**src/rtl/delay_pkg.sv**
```systemverilog
// delay_pkg: shared constants, FSM state encoding and helpers for the delay tap reader.
package delay_pkg;
    localparam int DEF_AWIDTH = 15;
    localparam int DEF_DWIDTH = 16;
    localparam logic [1:0] IDLE    = 2'd0;
    localparam logic [1:0] ISSUE   = 2'd1;
    localparam logic [1:0] WAIT    = 2'd2;
    localparam logic [1:0] CAPTURE = 2'd3;
    function automatic logic [31:0] abs_diff(input logic [31:0] a, input logic [31:0] b);
        return (a > b) ? a - b : b - a;
    endfunction
endpackage

```
**src/rtl/delay_slew.sv**
```systemverilog
// delay_slew: holds the active tap delay; small changes step by one per tick, large ones jump.
module delay_slew
    import delay_pkg::*;
#(
    parameter int AWIDTH         = DEF_AWIDTH,
    parameter int JUMP_THRESHOLD = 64,
    parameter int SLEW_EN        = 1
) (
    input  logic              clk_i,
    input  logic              rst_n_i,
    input  logic              tick_i,
    input  logic [AWIDTH-1:0] target_i,
    output logic [AWIDTH-1:0] active_o,
    output logic              jump_o
);
    logic [AWIDTH-1:0] active_q, active_d;
    always_comb begin
        jump_o   = (SLEW_EN == 0) || (abs_diff(32'(target_i), 32'(active_q)) > 32'(JUMP_THRESHOLD));
        active_d = !tick_i ? active_q :
                   jump_o ? target_i :
                   (target_i > active_q) ? active_q + AWIDTH'(1) :
                   (target_i < active_q) ? active_q - AWIDTH'(1) : active_q;
    end
    always_ff @(posedge clk_i or negedge rst_n_i) begin
        if (!rst_n_i) active_q <= AWIDTH'(1);
        else          active_q <= active_d;
    end
    assign active_o = active_q;
endmodule

```
**src/rtl/delay_tap_reader.sv**
```systemverilog
// delay_tap_reader: per-sample read of the delay RAM at (write pointer - active delay),
// with slewed delay changes and an unmute trigger on delay jumps.
module delay_tap_reader
    import delay_pkg::*;
#(
    parameter int DWIDTH         = DEF_DWIDTH,
    parameter int AWIDTH         = DEF_AWIDTH,
    parameter int RAM_LATENCY    = 2,
    parameter int JUMP_THRESHOLD = 64,
    parameter int SLEW_EN        = 1
) (
    input  logic              clk_i,
    input  logic              rst_n_i,
    input  logic              sample_tick_i,
    input  logic [AWIDTH-1:0] delay_i,
    input  logic [AWIDTH-1:0] wr_ptr_i,
    output logic              rd_en_o,
    output logic [AWIDTH-1:0] rd_addr_o,
    input  logic [DWIDTH-1:0] rd_data_i,
    output logic [DWIDTH-1:0] data_o,
    output logic              data_valid_o,
    output logic              unmute_trigger_o,
    output logic              busy_o,
    output logic              overrun_o
);
    logic [1:0]        state_q, state_d;
    logic [2:0]        cnt_q, cnt_d;
    logic [AWIDTH-1:0] wr_ptr_q, wr_ptr_d, rd_addr_q, rd_addr_d, target, active, tap_addr;
    logic [DWIDTH-1:0] data_q, data_d;
    logic              valid_q, valid_d, unmute_q, unmute_d, accept, jump;

    assign accept = sample_tick_i && (state_q == IDLE);
    assign target = (delay_i == '0) ? AWIDTH'(1) : delay_i;

    delay_slew #(
        .AWIDTH(AWIDTH),
        .JUMP_THRESHOLD(JUMP_THRESHOLD),
        .SLEW_EN(SLEW_EN)
    ) u_slew (
        .clk_i(clk_i),
        .rst_n_i(rst_n_i),
        .tick_i(accept),
        .target_i(target),
        .active_o(active),
        .jump_o(jump)
    );

    always_comb begin
        tap_addr  = wr_ptr_q - active;
        state_d   = accept ? ISSUE :
                    (state_q == ISSUE) ? ((RAM_LATENCY == 1) ? CAPTURE : WAIT) :
                    (state_q == WAIT) ? ((cnt_q == 3'd1) ? CAPTURE : WAIT) :
                    (state_q == CAPTURE) ? IDLE : state_q;
        // cnt holds the WAIT cycles still owed before the RAM data is valid
        cnt_d     = (state_q == ISSUE) ? 3'(RAM_LATENCY - 1) :
                    (state_q == WAIT) ? cnt_q - 3'd1 : cnt_q;
        wr_ptr_d  = accept ? wr_ptr_i : wr_ptr_q;
        rd_addr_d = (state_q == ISSUE) ? tap_addr : rd_addr_q;
        data_d    = (state_q == CAPTURE) ? rd_data_i : data_q;
        valid_d   = (state_q == CAPTURE);
        unmute_d  = accept && jump;
    end

    always_ff @(posedge clk_i or negedge rst_n_i) begin
        if (!rst_n_i) begin
            state_q   <= IDLE;
            cnt_q     <= '0;
            wr_ptr_q  <= '0;
            rd_addr_q <= '0;
            data_q    <= '0;
            valid_q   <= 1'b0;
            unmute_q  <= 1'b0;
        end else begin
            state_q   <= state_d;
            cnt_q     <= cnt_d;
            wr_ptr_q  <= wr_ptr_d;
            rd_addr_q <= rd_addr_d;
            data_q    <= data_d;
            valid_q   <= valid_d;
            unmute_q  <= unmute_d;
        end
    end

    assign rd_en_o          = (state_q == ISSUE);
    assign rd_addr_o        = rd_en_o ? tap_addr : rd_addr_q;
    assign data_o           = data_q;
    assign data_valid_o     = valid_q;
    assign unmute_trigger_o = unmute_q;
    assign busy_o           = (state_q != IDLE);
    assign overrun_o        = sample_tick_i && busy_o;
endmodule

```
**config.mk**
```make
export PLATFORM = sky130hd
export DESIGN_NAME = delay_tap_reader
export DESIGN_NICKNAME = d
export VERILOG_FILES = /design/src/rtl/delay_pkg.sv /design/src/rtl/delay_slew.sv /design/src/rtl/delay_tap_reader.sv
export SDC_FILE = /design/constraint.sdc
export NUM_CORES = 1
export LEC_CHECK = 0
export ABC_AREA = 1
export BUFFER_PORTS_ARGS = -buffer_cell sky130_fd_sc_hd__buf_2
export CORE_ASPECT_RATIO = 0.8
export CORE_MARGIN = 4
export CORE_UTILIZATION = 47
export CTS_CLUSTER_SIZE = 12
export DETAILED_ROUTE_END_ITERATION = 8
export PLACE_DENSITY = 0.67
export SLEW_MARGIN = 40
export SYNTH_ARGS = -nofsm -noshare
export SYNTH_HDL_FRONTEND = slang
export SYNTH_SLANG_ARGS = --single-unit
```
**constraint.sdc**
```tcl
create_clock -name clk_i -period 8.7 [get_ports clk_i]
set_clock_uncertainty 0.1 [all_clocks]
set_input_delay 1.74 -clock clk_i [delete_from_list [all_inputs] [get_ports clk_i]]
set_output_delay 1.74 -clock clk_i [all_outputs]
set_load 0.01 [all_outputs]
```
==> results of run 1 <==
[worst paths after layout]
path,end,slack (ns),depth (start not counted)
setup / recovery,u_slew.active_o[14]$_DFFE_PN0P_,2.72,26
hold / removal,rd_addr_q[11]$_DFF_PN0_,0.37,2
setup reg to reg,u_slew.active_o[14]$_DFFE_PN0P_,4.31,20
hold reg to reg,rd_addr_q[11]$_DFF_PN0_,0.37,2
max in group asynchronous,rd_addr_q[1]$_DFF_PN0_,6.66,2
min in group asynchronous,data_o[2]$_DFFE_PN0P_,1.40,2
[through the flow]
step / worst slack, ns / hold WS (ns) / instances
final: 2.716 / 0.3711 / 1196
after global routing: 2.293 / 0.4020 / 1196
after CTS: 2.775 / 0.3713 / 1196
after detailed placement: 2.445 / 0.3589 / 1180
after global placement: 2.566 / 0.3553 / 1180
after floorplan: 3.306 / 0.3553 / 951
[cells by family (layout without fill, tap and decap cells)]
| family | after synthesis | in the layout | share of synthesized area, % |
|---|---|---|---|
| adders and majority gates | 67 | 67 | 13.58 |
| DFF | 68 | 68 | 26.63 |
| AOI/OAI and AO/OA | 96 | 96 | 8.218 |
| and+or+nand+nor | 491 | 491 | 33.28 |
| buffers and inverters | 182 | 252 | 11.23 |
| muxes | 16 | 16 | 2.817 |
| xor gates and xnor gates | 31 | 31 | 4.246 |
[worst reg2reg max path, cell delays in order, from the launching register on]
cell and delay, ns:
dfrtp_1 0.44, inv_1 0.13, ha_1 0.42, nand2_1 0.15, inv_2 0.06, nand2_1 0.06, nand2_1 0.07, a21oi_1 0.35
nand2_4 0.16, nand2_4 0.34, ha_1 0.36, a21o_1 0.17, a31oi_1 0.26, o21ai_0 0.21, a21boi_0 0.43, o21ai_0 0.17
xor2_1 0.17, nand2_1 0.09, nand2_1 0.06, nand2_1 0.05, nand2_1 0.05
[sequential cells by signal (all words and copies together) (netlist names)]
name	count
data_o	16
rd_addr_q	15
u_slew.active_o	15
wr_ptr_q	15
cnt_q	3
state_q	2
data_valid_o	1
unmute_trigger_o	1
[cell usage after synthesis (all sizes together)]
cell type	count	share of area (%)
a211oi	1	0.12
nand3b	1	0.12
o21a	1	0.12
mux2	16	2.8
and2	1	0.098
dfrtp	67	26
or2	2	0.20
inv	149	8.8
a21oi	41	3.3
nand3	75	6.7
xor2	20	2.7
ha	63	12
o21ai	38	3.0
buf	11	1.1
a22o	1	0.14
a31oi	3	0.29
nor2	31	2.4
fa	4	1.3
dfstp	1	0.41
o31ai	2	0.23
a21boi	3	0.35
nor4	2	0.20
clkbuf	22	1.3
nor3	3	0.23
o21bai	3	0.35
nand2	361	22
xnor2	11	1.5
a41oi	1	0.14
nand4	15	1.5
a21o	2	0.23
[where the power goes]
group          internal (mW)  leakage, nW  switching [mW]
Sequential             0.474        0.830           0.108
Combinational          0.830         3.18            1.40
Clock                  0.280        0.167           0.136
[cell type report]
type | count | share of cell area [%]
Clock buffer | 10 | 3.159
Clock inverter | 6 | 1.554
Inverter | 149 | 7.751
Multi-Input combinational cell | 701 | 54.86
Sequential cell | 68 | 23.49
Tap cell | 175 | 3.021
Timing Repair Buffer | 87 | 6.163
[per-layer routing]
metal  track usage, %  wire length [um]  vias up
li1                 -                 -     3125
met3            3.450              1121       16
met2            30.49              6739      179
met4            4.279               150        0
met5                0                 0        -
met1            34.60              8830     2679
==> flow_summary.ini, run 1 <==
[clock_network]
clk_pin_slew_worst_paths_ns = 0.06
cts_buffer_depth = 2
htreeDepth = 3
postCtsHoldBufs = 0
clkLatencyLatePin_ns = 0.33
cts.sinks = 68
cts_buffers = 9
cts_setup_buffers = 0
cts-resized-gates = 0
root_buffer = clkbuf_16
cts_tree = yes

[setup_path]
cp_max_fo = 31
worstPathRequired_ns = 8.82
path_class = in -> reg
crit_slowest_cell = a21boi_0
worst_r2r_startpoint = u_slew.active_o[11]$_DFFE_PN0P_
path_buf_inv = 3
cp-startpoint = delay_i[12]
cp_top_family = simple AND/OR/NAND/NOR gates
endpoint_kind = flip-flop
critPathMostFrequentCell = nand2_1
crit_path_max_incr_delay_ns = 0.43
worst_setup_path_start_kind = input port
arrival_ns = 6.11

[synth]
yosysWarnings = 0
synth_nets = 1067
netlist_instances = 951
avgSynthCellArea_um2 = 6.724
synth_cell_types = 43
ys_ff_latch = 68
yosysSeqAreaShare_pct = 26.63
syn_area_um2 = 6395

[route]
final_antenna_net_count = 0
drc = 0
drt-initial-drc-count = 520
wl_per_cell_um = 14.08
vias = 5999
via_per_inst = 5.016
routed_wl_mm = 16.84
dr.pass1.iters = 5

[die]
initial_core_util_pct = 48.81
io-pin-count = 85
placementRows = 37
die_h_um = 112.3
die_w_um = 138.4
design.die.area_um2 = 15550
core_area_um2 = 13100

[hold_path]
min-delay-start = rd_addr_q[11]$_DFF_PN0_
hold_class = reg -> reg

[power]
power.density_nw_per_um2 = 444.9
leakage_nw = 4.176
p_total_mw = 3.224
vdd_drop_max_uv = 218.1

[job]
cap_violations = 0

[place]
io_buffers = 84
place_congestion = 0.9163
placed_area_um2 = 6904
hpwl_mm = 13.40

[outcome]
status = finished, final reports clean

[finish]
multi_input_area_um2 = 3976
n_fill_cell = 1291
fin_area_um2 = 7248
final_nets = 1132
layout_commonest_cell = nand2_1
final_layout_size_suffix_gt1_share_pct = 14.50
diodes = 0
layout_common_cells = nand2_1 (351), inv_1 (144), buf_2 (84)
final-seq-area_um2 = 1703
area_growth_pct = 13.34
final_util_pct = 55.32

[sta]
final.setup.tns_ns = 0
setup_viol_count_final = 0
min_period_ns = 5.984
drv_slew = 0
rsz0062_at_grt = false
hold_violations = 0
fmax_mhz = 167.1
fin_crit_sh_pct = 68.78
max-slew-margin-rel_pct = 51.10
worst_pin_slew_ns = 0.7328

[global_route]
grt_usage_pct = 21.64
grt_max_degree = 69
grt_antenna_before_repair = 0
grt_pass1_wl_mm = 27.80
grt_pass1_vias = 5413
grt_overflow_total = 0
Power figures use the tool's default switching activity.
==> inputs of run 2 (changes only) <==
--- a/config.mk
+++ b/config.mk
@@ -5,14 +5,14 @@
 export SDC_FILE = /design/constraint.sdc
 export NUM_CORES = 1
 export LEC_CHECK = 0
-export ABC_AREA = 1
+export ABC_AREA = 0
 export BUFFER_PORTS_ARGS = -buffer_cell sky130_fd_sc_hd__buf_2
 export CORE_ASPECT_RATIO = 0.8
 export CORE_MARGIN = 4
 export CORE_UTILIZATION = 47
 export CTS_CLUSTER_SIZE = 12
 export DETAILED_ROUTE_END_ITERATION = 8
-export PLACE_DENSITY = 0.67
+export PLACE_DENSITY = 0.68
 export SLEW_MARGIN = 40
 export SYNTH_ARGS = -nofsm -noshare
 export SYNTH_HDL_FRONTEND = slang
==> constraint.sdc (replaced) <==
create_clock -name clk_i -period 6.2 [get_ports clk_i]
set_clock_uncertainty 0.1 [all_clocks]
set_input_delay 1.24 -clock clk_i [delete_from_list [all_inputs] [get_ports clk_i]]
set_output_delay 1.24 -clock clk_i [all_outputs]
set_load 0.01 [all_outputs]
==> flow_summary.ini, run 2 <==
[synth]
netlist_top_cells_area = dfrtp_1 (28%), ha_1 (13%), nand2_1 (6.2%)
postSynth.asyncResetShare_pct = 100.0
synth_cell_types = 77
netlist_instances = 663
yosysSeqAreaShare_pct = 28.72
ys_ff_latch = 68
avgSynthCellArea_um2 = 8.943
yosysMostFrequentCell = nand2_1
synth_edf_count = 0
netlist_top_cells_count = nand2_1 (98), dfrtp_1 (67), ha_1 (63)
synth.largest_area_cell = dfrtp_1
syn_area_um2 = 5929
yosysWarnings = 0
synth_nets = 779
synth_top_area_share_pct = 28.28
synthFlopType = dfrtp_1

[power]
clkPwrFrac_pct = 11.8
power.net_switching_mw = 2.249
switching_share_pct = 47.48
vdd_drop_max_uv = 342.4
p_comb_share_pct = 70.7
leakage_nw = 3.211
p_seq_share_pct = 17.5
p_total_mw = 4.736
power.density_nw_per_um2 = 693.9
intPower_mw = 2.487

[global_route]
busiest_layer = met2
grt_pass1_wl_mm = 25.72
grt_overflow_total = 0
grt_max_degree = 69
grt_usage_pct = 22.16
grtUsageMet3_pct = 3.674
grt_antenna_before_repair = 0
groute.layer.met1.usage_pct = 30.83
grtUsageMet2_pct = 36.59
grt_pass1_vias = 5099

[die]
initial_core_util_pct = 48.40
design.die.area_um2 = 14490
core_area_um2 = 12250
die_h_um = 108.5
placementRows = 36
io-pin-count = 85
die_w_um = 133.6

[setup_path]
worst_r2r_startpoint = u_slew.active_o[13]$_DFFE_PN0P_
crit_path_max_incr_delay_ns = 0.40
r2r-end = u_slew.active_o[14]$_DFFE_PN0P_
path_class = in -> reg
arrival_ns = 5.75
worst_setup_path_start_kind = input port
cp-startpoint = delay_i[8]
ff2ff_path_depth = 18
worstPathRequired_ns = 6.34
crit_chain = buf_2 > nor4_1 > buf_4 > a41oi_1 > ha_1 > fa_1 > nor2b_1 > o31ai_2 > a32oi_2 > o21ai_4 > ha_1 > nor2b_1 > o21a_1 > o21ai_0 > a211o_1 > a31oi_1 > a31oi_1 > xnor2_1 > or4_1 > a211o_1 > o211ai_1
endpoint_kind = flip-flop
cp_max_fo = 4
reg2reg_slack_ns = 1.62
crit_slowest_cell = or4_1

[route]
drc = 0
drt-initial-drc-count = 392
via_per_inst = 5.588
final_antenna_net_count = 0
dr.pass1.iters = 5
wl_per_cell_um = 17.18
routed_wl_mm = 15.63
vias = 5085

[clock_network]
cts_tree = yes
cts-resized-gates = 0
cts_buffer_depth = 2
root_buffer = clkbuf_16
clkLatencyLatePin_ns = 0.33
cts_buffers = 9
cts.sinks = 68
htreeDepth = 3
clk_pin_slew_worst_paths_ns = 0.06
cts_setup_buffers = 0
postCtsHoldBufs = 0

[sta]
hold_violations = 0
fin_crit_sh_pct = 90.47
final.setup.tns_ns = 0
min_period_ns = 5.609
holdWs_ns = 0.3774
fmax_mhz = 178.3
rsz0062_at_grt = false
worst_pin_slew_ns = 0.7957
max-slew-margin-rel_pct = 46.95
setup_viol_count_final = 0
drv_slew = 0

[finish]
layout_common_cells = nand2_1 (98), buf_2 (84), dfrtp_1 (67)
diodes = 0
area_growth_pct = 15.11
final_nets = 850
final_layout_size_suffix_gt1_share_pct = 24.09
largest_register_ffs = 16
layout_commonest_cell = nand2_1

[place]
place_congestion = 0.9012
hpwl_mm = 12.09
io_buffers = 84

[hold_path]
holdPathEnd = rd_addr_q[5]$_DFF_PN0_
min-delay-start = rd_addr_q[5]$_DFF_PN0_
hold_class = reg -> reg
holdPathStages = 2

[outcome]
status = finished, final reports clean

[job]
cap_violations = 0
-- run 2: metal layers --
| metal | vias to the layer above | wire [um] |
|---|---|---|
| met5 | - | 0 |
| met4 | 0 | 218 |
| met3 | 17 | 702 |
| met2 | 119 | 7128 |
| met1 | 2449 | 7582 |
| li1 | 2500 | - |
-- run 2: cells by family after synthesis --
logic type               after synthesis  share of synthesized area [%]
AND/OR/NAND/NOR                      202                          16.44
adder cells (fa/ha/maj)               67                          14.64
buffers and inverters                 95                          6.710
XOR/XNOR                              30                          4.558
flip-flops                            68                          28.72
multiplexers                          33                          6.183
AO/OA/AOI/OAI                        168                          22.75
-- run 2: final cells by class --
class                           instances  area (um^2)
Clock buffer                           10        239.0
Clock inverter                          6        86.33
Fill cell                            1188         5426
Inverter                               55        209.0
Multi-Input combinational cell        500         3830
Sequential cell                        68         1703
Tap cell                              171        214.0
Timing Repair Buffer                  100        544.3
-- run 2: worst max path at each step --
stage / slack, ns / cells past startpoint / to
after floorplan: 0.74 / 20 / u_slew.active_o[14]$_DFFE_PN0P_
after global placement: 0.42 / 21 / u_slew.active_o[14]$_DFFE_PN0P_
after detailed placement: 0.23 / 21 / u_slew.active_o[14]$_DFFE_PN0P_
after CTS: 0.57 / 21 / u_slew.active_o[14]$_DFFE_PN0P_
after global routing: 0.27 / 21 / u_slew.active_o[14]$_DFFE_PN0P_
final: 0.59 / 21 / u_slew.active_o[14]$_DFFE_PN0P_
-- run 2: power groups by stage --
stage               registers, mW  logic, mW  clock network (mW)
global route                0.859       3.70               0.594
finish                      0.829       3.35               0.560
global placement            0.827       3.25                   0
CTS                         0.830       3.33               0.567
detailed placement          0.834       3.31                   0
floorplan                   0.821       2.48                   0
-- run 2: through the flow --
stage	instance area (um^2)	utilization, %	setup WS [ns]	std cells
3_5_place_dp	6500	53.05	0.2298	894
3_3_place_gp	6495	53.01	0.4199	894
4_1_cts	6825	55.71	0.5691	910
5_1_grt	6825	55.71	0.2703	910
2_1_floorplan	5929	-	0.7406	663
6_report	6825	55.71	0.5910	910
-- run 2: worst max-delay path, delay by kind of cell --
kind,cells,cell delay [ns]
adder cells (fa/ha/maj),3,0.95
AO/OA/AOI/OAI,11,2.12
AND/OR/NAND/NOR,4,1.05
XOR/XNOR,1,0.09
buffers and inverters,2,0.31
